$ cat src/rtl/multi_led_pkg.sv
// Shared types for the multi-channel LED blinker: channel modes and burst FSM states.
package multi_led_pkg;

   typedef enum logic [1:0] {
      MODE_OFF   = 2'b00,
      MODE_ON    = 2'b01,
      MODE_BLINK = 2'b10,
      MODE_BURST = 2'b11
   } mode_t;

   typedef enum logic [1:0] {
      ST_IDLE = 2'b00,
      ST_ON   = 2'b01,
      ST_OFF  = 2'b10
   } burst_st_t;

   // LED level a channel shows right after entering a mode.
   function automatic logic mode_init_led(input mode_t m);
      return (m == MODE_ON);
   endfunction

endpackage

$ cat src/rtl/led_channel.sv
// One LED channel: tick counter, mode-change tracking, burst FSM and registered outputs.
module led_channel
   import multi_led_pkg::*;
#(
   parameter int CNT_W   = 16,
   parameter int BURST_W = 8
) (
   input  logic               clk,
   input  logic               rst,
   input  logic               en,
   input  logic               tick,
   input  logic [1:0]         mode,
   input  logic [CNT_W-1:0]   n,
   input  logic [BURST_W-1:0] burst_len,
   input  logic               start,
   output logic               led,
   output logic               busy,
   output logic               done
);

   mode_t               mode_cur;
   mode_t               mode_q;
   burst_st_t           state, state_d;
   logic [CNT_W-1:0]    tcnt, tcnt_d;
   logic [CNT_W-1:0]    n_last;
   logic [BURST_W-1:0]  rem, rem_d;
   logic                led_d, done_d;
   logic                mode_chg;
   logic                phase_end;

   assign mode_cur  = mode_t'(mode);
   assign mode_chg  = (mode_cur != mode_q);
   // n=0 behaves as n=1; >= lets a live decrease of n end the phase on the next tick.
   assign n_last    = (n == '0) ? '0 : n - CNT_W'(1);
   assign phase_end = tick && (tcnt >= n_last);

   always_comb begin
      // NOTE: every signal gets its default first, so no path leaves one unassigned and no latch is inferred.
      tcnt_d  = tcnt;
      state_d = state;
      rem_d   = rem;
      led_d   = led;
      done_d  = 1'b0;

      if (mode_chg) begin
         tcnt_d  = '0;
         state_d = ST_IDLE;
         led_d   = mode_init_led(mode_cur);
      end else begin
         if (tick) begin
            tcnt_d = phase_end ? '0 : tcnt + CNT_W'(1);
         end
         case (mode_cur)
            MODE_OFF:   led_d = 1'b0;
            MODE_ON:    led_d = 1'b1;
            MODE_BLINK: if (phase_end) led_d = ~led;
            MODE_BURST: begin
               case (state)
                  ST_IDLE: begin
                     led_d = 1'b0;
                     if (start) begin
                        if (burst_len != '0) begin
                           rem_d   = burst_len;
                           tcnt_d  = '0;
                           state_d = ST_ON;
                           led_d   = 1'b1;
                        end else begin
                           done_d = 1'b1;
                        end
                     end
                  end
                  ST_ON: begin
                     if (phase_end) begin
                        state_d = ST_OFF;
                        led_d   = 1'b0;
                     end
                  end
                  ST_OFF: begin
                     if (phase_end) begin
                        rem_d = rem - BURST_W'(1);
                        if (rem == BURST_W'(1)) begin
                           state_d = ST_IDLE;
                           done_d  = 1'b1;
                        end else begin
                           state_d = ST_ON;
                           led_d   = 1'b1;
                        end
                     end
                  end
                  default: state_d = ST_IDLE;
               endcase
            end
            default: led_d = 1'b0;
         endcase
      end
   end

   // NOTE: state registers use non-blocking assignments so every flop samples pre-edge values.
   always_ff @(posedge clk or negedge rst) begin
      if (!rst) begin
         mode_q <= MODE_OFF;
         state  <= ST_IDLE;
         tcnt   <= '0;
         rem    <= '0;
         led    <= 1'b0;
         busy   <= 1'b0;
         done   <= 1'b0;
      end else if (en) begin
         mode_q <= mode_cur;
         state  <= state_d;
         tcnt   <= tcnt_d;
         rem    <= rem_d;
         led    <= led_d;
         busy   <= (state_d != ST_IDLE);
         done   <= done_d;
      end else begin
         // Frozen: everything holds except the done strobe.
         done <= 1'b0;
      end
   end

endmodule

$ cat src/rtl/multi_led_blinker.sv
// Multi-channel LED blinker: one shared tick prescaler driving CH independent channel engines.
module multi_led_blinker
   import multi_led_pkg::*;
#(
   parameter int CH       = 4,
   parameter int CNT_W    = 16,
   parameter int BURST_W  = 8,
   parameter int TICK_DIV = 100000
) (
   input  logic                   clk,
   input  logic                   rst,
   input  logic                   en,
   input  logic [2*CH-1:0]        mode,
   input  logic [CNT_W*CH-1:0]    n,
   input  logic [BURST_W*CH-1:0]  burst_len,
   input  logic [CH-1:0]          start,
   output logic [CH-1:0]          led,
   output logic [CH-1:0]          busy,
   output logic [CH-1:0]          done,
   output logic                   tick
);

   localparam int             PW    = $clog2(TICK_DIV);
   localparam logic [PW-1:0]  PLAST = PW'(TICK_DIV - 1);

   logic [PW-1:0] pcnt;

   always_ff @(posedge clk or negedge rst) begin
      if (!rst) begin
         pcnt <= '0;
         tick <= 1'b0;
      end else if (en) begin
         if (pcnt == PLAST) begin
            pcnt <= '0;
            tick <= 1'b1;
         end else begin
            pcnt <= pcnt + PW'(1);
            tick <= 1'b0;
         end
      end else begin
         tick <= 1'b0;
      end
   end

   for (genvar i = 0; i < CH; i++) begin : g_ch
      led_channel #(
         .CNT_W   (CNT_W),
         .BURST_W (BURST_W)
      ) u_ch (
         .clk       (clk),
         .rst       (rst),
         .en        (en),
         .tick      (tick),
         .mode      (mode[2*i +: 2]),
         .n         (n[CNT_W*i +: CNT_W]),
         .burst_len (burst_len[BURST_W*i +: BURST_W]),
         .start     (start[i]),
         .led       (led[i]),
         .busy      (busy[i]),
         .done      (done[i])
      );
   end

endmodule

$ cat config.mk
export PLATFORM = sky130hd
export DESIGN_NAME = multi_led_blinker
export DESIGN_NICKNAME = d
export VERILOG_FILES = /design/src/rtl/multi_led_pkg.sv /design/src/rtl/led_channel.sv /design/src/rtl/multi_led_blinker.sv
export SDC_FILE = /design/constraint.sdc
export NUM_CORES = 1
export LEC_CHECK = 0
export CAP_MARGIN = 20
export CORE_ASPECT_RATIO = 0.75
export CORE_MARGIN = 3
export CORE_UTILIZATION = 45
export CTS_BUF_LIST = sky130_fd_sc_hd__clkbuf_4
export DETAILED_ROUTE_END_ITERATION = 8
export PLACE_DENSITY = 0.62
export SLEW_MARGIN = 15
export SYNTH_ARGS = -nofsm -noshare
export SYNTH_HDL_FRONTEND = slang
export SYNTH_SLANG_ARGS = --single-unit
$ cat constraint.sdc
create_clock -name clk -period 4.4 [get_ports clk]
set_input_delay 0.66 -clock clk [delete_from_list [all_inputs] [get_ports clk]]
set_output_delay 0.66 -clock clk [all_outputs]
set_load 0.005 [all_outputs]
==> metrics, run 1 <==
Lkg Pwr 0.006291 uW; Crit Reg-Reg Startpoint tick$_DFF_PN0_; Worst EP arrival 4.80 ns; Routed Antenna Nets 0; Critical Path Start n[53]; CP most frequent cell or4_4; Worst-path clk slew 0.12 ns; Net Switching 1091 uW; Post-synth EDFFs 0; status finished, final reports clean; CTS tree built; I/O pins 124; drt drc 0; Placement Cell Area 13,770 um2; most used flip-flop cell after synthesis dfrtp_1; Via-to-Cell Ratio 5.584; share of cells above drive strength 1 0.1315; share of power burned in the clock network 0.268; post-synthesis register bit count 142; first-pass GRT wire length 49,430 um; Max VDD drop 0.1648 mV; largest net degree at the start of global routing 95; GP Congestion 0.8334; worst skew pair latency 0.57 ns; Post-Synthesis Cells 1,428; post-route insts no fill 1,975; Max Buffers Root-to-Sink 2; drt pass-1 iters 5; crit path capture type flip-flop; Core Region 24,460 um2; Reg area 3553 um2; Area Growth Syn to Fin 24.76%; CTS buffer count 17; commonest non-fill, non-tap cells in the layout 217 x nand2_1, 142 x dfrtp_1, 119 x buf_4, 117 x clkdlybuf4s50_1, 108 x nor2_1; commonest non-fill, non-tap cell in the layout nand2_1; final worst-path cycle share 0.9835; Die Height 143.9 um; switching part of the total power 0.3280; worst-path cell chain dlygate4sd2_1 -> or4_4 -> or3_4 -> or4_4 -> or2_4 -> nor2_4 -> nand4b_4 -> and2_4 -> ha_4 -> nand2b_4 -> a2111o_1 -> a41oi_2 -> a31oi_4 -> buf_6 -> buf_4 -> o31ai_4 -> nand2_1 -> o31ai_1; CTS sink cnt 142; die width 189.8 um; clk root buf clkbuf_4; Worst-Margin Slew 0.9355 ns; count of final hold-check violations 0; FP Rows 49; Design Area, Final 14,230 um2; GRT Util Overall 0.2163; nets 1,843; DRT Wirelength 29,590 um; Internal 2235 uW; area of the multi-input gates 7541 um2; pwr dens 233.7 nW/um2; number of distinct library cells after synthesis 71; cts hold-fix bufs 0; Worst Setup Start Kind primary input; hpwl dp 21,950 um; unrepaired setup endpoints after global routing false; clock skew 0.01767 ns; FILL cells 2,282; sequential-to-total area share from yosys stat 0.3116; Synth Cell Area 11,400 um2; CP Class in2reg; die footprint 27,310 um2; htree depth 4; max_slew headroom 0.3763; total number of yosys warnings 0; Slowest-stage cell, CP or4_4; WL/cell 14.98 um; Vias 11,030; synthesized area per cell 7.986 um2; Period minus WS final 4.328 ns; Max Cap Violations 0; post-synth net total 1,640; vias in the first global route 10,200; Hold Crit Class in2async; initial antenna violation count 1; crit-path max FO 5; combinational power share 0.246; Post-synth ARST share 1.000; Initial Util 0.4662; Initial DRC Count 618; Reg power frac 0.486; Max Slew Vio Count 0; max incr delay on CP 0.49 ns; global route overflow 0; placed cells 1,935; fmax 231.1 MHz; # port buffers 123; setup violators final 0; CP Data Required Time 4.87 ns
==> kinds of logic (layout without fill, tap and decap cells) <==
group,Yosys count,in the layout,synth area share
AND/OR/NAND/NOR,625,627,0.2659
AO/OA/AOI/OAI,340,340,0.1877
flip-flops,142,142,0.3116
buffers and inverters,123,335,0.04542
adder cells (fa/ha/maj),101,101,0.1108
XOR/XNOR,73,73,0.05607
multiplexers,24,24,0.02249
other,0,2,0
==> sequential cells by signal, indices dropped and copies added, names as in the netlist <==
signal / flops
g_ch.u_ch.state: 8
g_ch.u_ch.rem: 32
tick: 1
pcnt: 17
g_ch.u_ch.tcnt: 64
g_ch.u_ch.done: 4
g_ch.u_ch.mode_q: 8
g_ch.u_ch.led: 4
g_ch.u_ch.busy: 4
==> routing by layer <==
layer	track usage	wire, um	vias to the layer above
li1	-	-	5588
met1	0.3296	15410	5179
met2	0.3305	12750	245
met3	0.02926	1219	16
met4	0.03927	209	0
met5	0	0	-
==> worst max-delay path, delay by kind of cell <==
kind	cells	cell delay, ns
and+or+nand+nor	9	2.23
adders and majority gates	1	0.20
AOI/OAI and AO/OA	5	1.17
buffers and inverters	3	0.56
==> power groups by stage <==
stage	clock network, uW	logic, uW	registers, uW
finish	890	818	1620
global route	964	926	1640
CTS	918	814	1610
detailed placement	0	809	1640
global placement	0	789	1640
floorplan	0	505	1590
==> path summary, 6_finish.rpt <==
path	to	slack [ns]	depth (start not counted)
min reg2reg	g_ch[2].u_ch.tcnt[15]$_DFFE_PN0P_	0.49	1
max reg2reg	g_ch[3].u_ch.tcnt[12]$_DFFE_PN0P_	1.63	8
min	g_ch[2].u_ch.tcnt[15]$_DFFE_PN0P_	0.17	1
max in group asynchronous	g_ch[3].u_ch.busy$_DFFE_PN0P_	3.47	2
min in group clk	g_ch[2].u_ch.tcnt[15]$_DFFE_PN0P_	0.49	1
max	g_ch[3].u_ch.tcnt[3]$_DFFE_PN0P_	0.07	18
==> through the flow <==
stage / power [uW] / setup TNS [ns] / util / worst slack (ns) / hold slack, ns
after CTS: 3345 / 0 / 0.5780 / 0.02075 / 0.2019
after global placement: 2424 / -44.38 / 0.5631 / -0.6966 / 0.4755
after global routing: 3531 / 0 / 0.5816 / 0.0007709 / 0.2294
final: 3325 / 0 / 0.5816 / 0.07244 / 0.1745
after floorplan: 2092 / -2.095 / - / -0.1454 / 0.3644
after detailed placement: 2445 / -51.52 / 0.5631 / -0.8080 / 0.4770
==> cells in the mapped netlist, types with 6 or more instances <==
master | n | area, um2
dfrtp_1 | 142 | 3553
o31ai_1 | 15 | 112.6
nand3_1 | 61 | 305.3
xnor2_1 | 29 | 254.0
a31oi_1 | 51 | 319.1
and2_1 | 11 | 68.82
nand4_1 | 29 | 181.4
or3_1 | 18 | 112.6
a21boi_0 | 10 | 75.07
nand2b_1 | 23 | 143.9
nor3_1 | 66 | 330.3
a21o_1 | 8 | 60.06
nor2_1 | 108 | 405.4
inv_1 | 56 | 210.2
a2bb2oi_1 | 8 | 70.07
o22a_1 | 11 | 96.34
mux2_2 | 13 | 146.4
o21ai_1 | 6 | 30.03
a21oi_1 | 84 | 420.4
o22ai_1 | 10 | 62.56
ha_1 | 101 | 1264
buf_4 | 12 | 90.09
o21ai_0 | 81 | 405.4
clkbuf_1 | 44 | 165.2
mux2i_1 | 11 | 110.1
o211ai_1 | 10 | 75.07
nand2_1 | 217 | 814.5
nor2b_1 | 6 | 37.54
nor4_1 | 27 | 168.9
xor2_1 | 44 | 385.4
or4_1 | 7 | 52.55
and3_1 | 22 | 137.6
==> layout make-up <==
type	instances	share of cell area
Antenna cell	2	0.0003518
Clock buffer	17	0.008970
Clock inverter	13	0.01055
Inverter	58	0.01530
Multi-Input combinational cell	1165	0.5300
Sequential cell	142	0.2498
Tap cell	331	0.02911
Timing Repair Buffer	247	0.1559
==> timing repair <==
item                                    4_1_cts  5_1_grt
pin swaps                                    10       17
gates resized for setup                      12       23
gates cloned                                  2        1
setup buffers                                 4        2
endpoints found under the setup margin       36       83
No activity file was read; power rests on OpenSTA's default activity.
==> run 2: changes to the inputs <==
--- a/config.mk
+++ b/config.mk
@@ -11,6 +11,7 @@
 export CORE_UTILIZATION = 45
 export CTS_BUF_LIST = sky130_fd_sc_hd__clkbuf_4
 export DETAILED_ROUTE_END_ITERATION = 8
+export GPL_ROUTABILITY_DRIVEN = 0
 export PLACE_DENSITY = 0.62
 export SLEW_MARGIN = 15
 export SYNTH_ARGS = -nofsm -noshare
==> results of run 2 <==
The final DEF is identical to that of run 1; final timing and power are the same.
==> run 3: changes to the inputs <==
--- a/config.mk
+++ b/config.mk
@@ -8,11 +8,11 @@
 export CAP_MARGIN = 20
 export CORE_ASPECT_RATIO = 0.75
 export CORE_MARGIN = 3
-export CORE_UTILIZATION = 45
+export CORE_UTILIZATION = 64
 export CTS_BUF_LIST = sky130_fd_sc_hd__clkbuf_4
 export DETAILED_ROUTE_END_ITERATION = 8
 export GPL_ROUTABILITY_DRIVEN = 0
-export PLACE_DENSITY = 0.62
+export PLACE_DENSITY = 0.85
 export SLEW_MARGIN = 15
 export SYNTH_ARGS = -nofsm -noshare
 export SYNTH_HDL_FRONTEND = slang
==> metrics, run 3 (synthesis results as in run 1) <==
failing checks setup timing; Reg power frac 0.474 (-0.012); commonest non-fill, non-tap cell in the layout nand2_1; Die Height 121.6 um (-15%); count of final hold-check violations 0 (unchanged); max FFs per register 64 (unchanged); fmax 224.3 MHz (-2.9%); drt pass-1 iters 5 (unchanged); clk root buf clkbuf_4; Lkg Pwr 0.006211 uW (-1.3%); Net Switching 1122 uW (+2.9%); status finished with violations; Most flops, register g_ch.u_ch.tcnt; Worst EP arrival 4.93 ns (+0.13 ns); setup violators final 12 (+12); Internal 2294 uW (+2.6%); CTS tree built; CTS buffer count 17 (unchanged); crit path capture type flip-flop; CP Data Required Time 4.87 ns (about the same); DRT Wirelength 30,240 um (+2.2%); share of cells above drive strength 1 0.1166 (-0.01495); Slowest-stage cell, CP or4_4; first-pass GRT wire length 49,780 um (+0.70%); Min Hold Slack 0.1797 ns (+0.005272 ns); largest net degree at the start of global routing 96 (+1.1%); Top Registers g_ch.u_ch.tcnt x64, g_ch.u_ch.rem x32, pcnt x17; Routed Antenna Nets 0 (unchanged); Crit Reg-Reg Startpoint g_ch[2].u_ch.tcnt[14]$_DFFE_PN0P_; Placement Cell Area 13,450 um2 (-2.4%); Worst-path clk slew 0.13 ns (about the same); cts hold-fix bufs 0 (unchanged); worst slack at placement -0.7923 ns (+0.01564 ns); Via-to-Cell Ratio 6.150 (+10%); CP Class in2reg; Max Slew Vio Count 0 (unchanged); Max Buffers Root-to-Sink 2 (unchanged); Vias 11,430 (+3.6%); Initial DRC Count 1,188 (+92%); Area Growth Syn to Fin 22.23%; Hold Crit Class in2async; commonest non-fill, non-tap cells in the layout 217 x nand2_1, 142 x dfrtp_1, 117 x clkdlybuf4s50_1, 107 x nor2_1, 100 x ha_1; Max VDD drop 0.1885 mV (+14%); Design Area, Final 13,940 um2 (-2.0%); die footprint 19,470 um2 (-29%); FP Rows 41 (-16%); switching part of the total power 0.3286 (+0.0005656); die width 160.1 um (-16%); worst-path cell chain dlygate4sd2_1 -> or4_4 -> or3_4 -> or4_4 -> or2_4 -> nor2_4 -> nand4b_4 -> and2_4 -> ha_4 -> nand2b_4 -> a2111o_1 -> a41oi_2 -> a31oi_4 -> buf_6 -> buf_6 -> o31ai_4 -> nand2_1 -> o31ai_1; setup ws final -0.05817 ns (-0.1306 ns); crit-path max FO 8 (+3); drt drc 0 (unchanged); max incr delay on CP 0.54 ns (+0.05 ns); GRT Util Overall 0.3037 (+0.08733); max_slew headroom 0.3942 (+0.01790); CTS sink cnt 142 (unchanged); share of power burned in the clock network 0.286 (+0.018); # port buffers 123 (unchanged); Worst Setup Start Kind primary input; pwr dens 245.1 nW/um2 (+4.8%); final worst-path cycle share 1.013 (+0.02968); Worst-Margin Slew 0.9087 ns (-0.02685 ns); clock skew 0.02525 ns (+0.007580 ns); Max Cap Violations 0 (unchanged); htree depth 4 (unchanged); global route overflow 0 (unchanged); Core Region 17,130 um2 (-30%); Pwr Total 3416 uW (+2.7%); WL/cell 16.27 um (+8.6%); hpwl dp 21,840 um (-0.51%); Initial Util 0.6655 (+0.1994); combinational power share 0.239 (-0.007); Critical Path Start n[55]; Period minus WS final 4.458 ns (+0.1306 ns); worst skew pair latency 0.58 ns (about the same); vias in the first global route 10,670 (+4.6%); nets 1,821 (-1.2%); utilization after layout 0.8135 (+0.2319); initial antenna violation count 1 (unchanged); I/O pins 124 (unchanged)
## run 3: layout make-up
class                           instances  area [um2]
Antenna cell                            1       2.502
Multi-Input combinational cell       1165        7516
Clock inverter                         14       193.9
Fill cell                            1191        3196
Clock buffer                           17       127.6
Timing Repair Buffer                  225        2032
Tap cell                              236       295.3
Inverter                               58       217.7
Sequential cell                       142        3553
## run 3: power by group through the flow
stage / registers, uW / logic [uW] / clock network, uW
after floorplan: 1590 / 505 / 0
after global placement: 1630 / 765 / 0
after detailed placement: 1640 / 797 / 0
after CTS: 1610 / 806 / 983
after global routing: 1640 / 913 / 1050
final: 1620 / 817 / 978
## run 3: critical path: cells and delay by family
kind / cells / cell delay [ns]
AOI/OAI and AO/OA: 5 / 1.22
and+or+nand+nor: 9 / 2.30
adders and majority gates: 1 / 0.20
buffers and inverters: 3 / 0.55
## run 3: through the flow
step,TNS [ns],std cells
after global placement,-33.28,1819
after global routing,-1.250,1858
after floorplan,-2.095,1428
after detailed placement,-39.27,1819
final,-0.2661,1858
after CTS,0,1853
## run 3: final timing paths
check / endpoint / slack (ns) / cells past startpoint
setup / recovery: g_ch[3].u_ch.tcnt[3]$_DFFE_PN0P_ / -0.06 / 18
hold / removal: g_ch[3].u_ch.tcnt[10]$_DFFE_PN0P_ / 0.18 / 1
setup reg to reg: g_ch[2].u_ch.rem[4]$_DFFE_PN0P_ / 1.63 / 8
hold reg to reg: g_ch[0].u_ch.tcnt[15]$_DFFE_PN0P_ / 0.52 / 1
max in group asynchronous: g_ch[2].u_ch.state[0]$_DFFE_PN0P_ / 3.33 / 2
min in group clk: g_ch[0].u_ch.tcnt[15]$_DFFE_PN0P_ / 0.52 / 1
## run 3: layer usage
metal  global-route usage  vias to the layer above  wire length [um]
li1                     -                     5544                 -
met1               0.4349                     5323             13470
met2               0.4838                      506             13800
met3              0.05574                       54              2464
met4              0.07100                        0               498
met5                    0                        -                 0
## run 3: repair_timing
item,4_1_cts,5_1_grt
cloned,2,0
setup endpoints to repair,26,55
pin swaps,16,9
buffers inserted,1,4
gates resized for setup,15,13
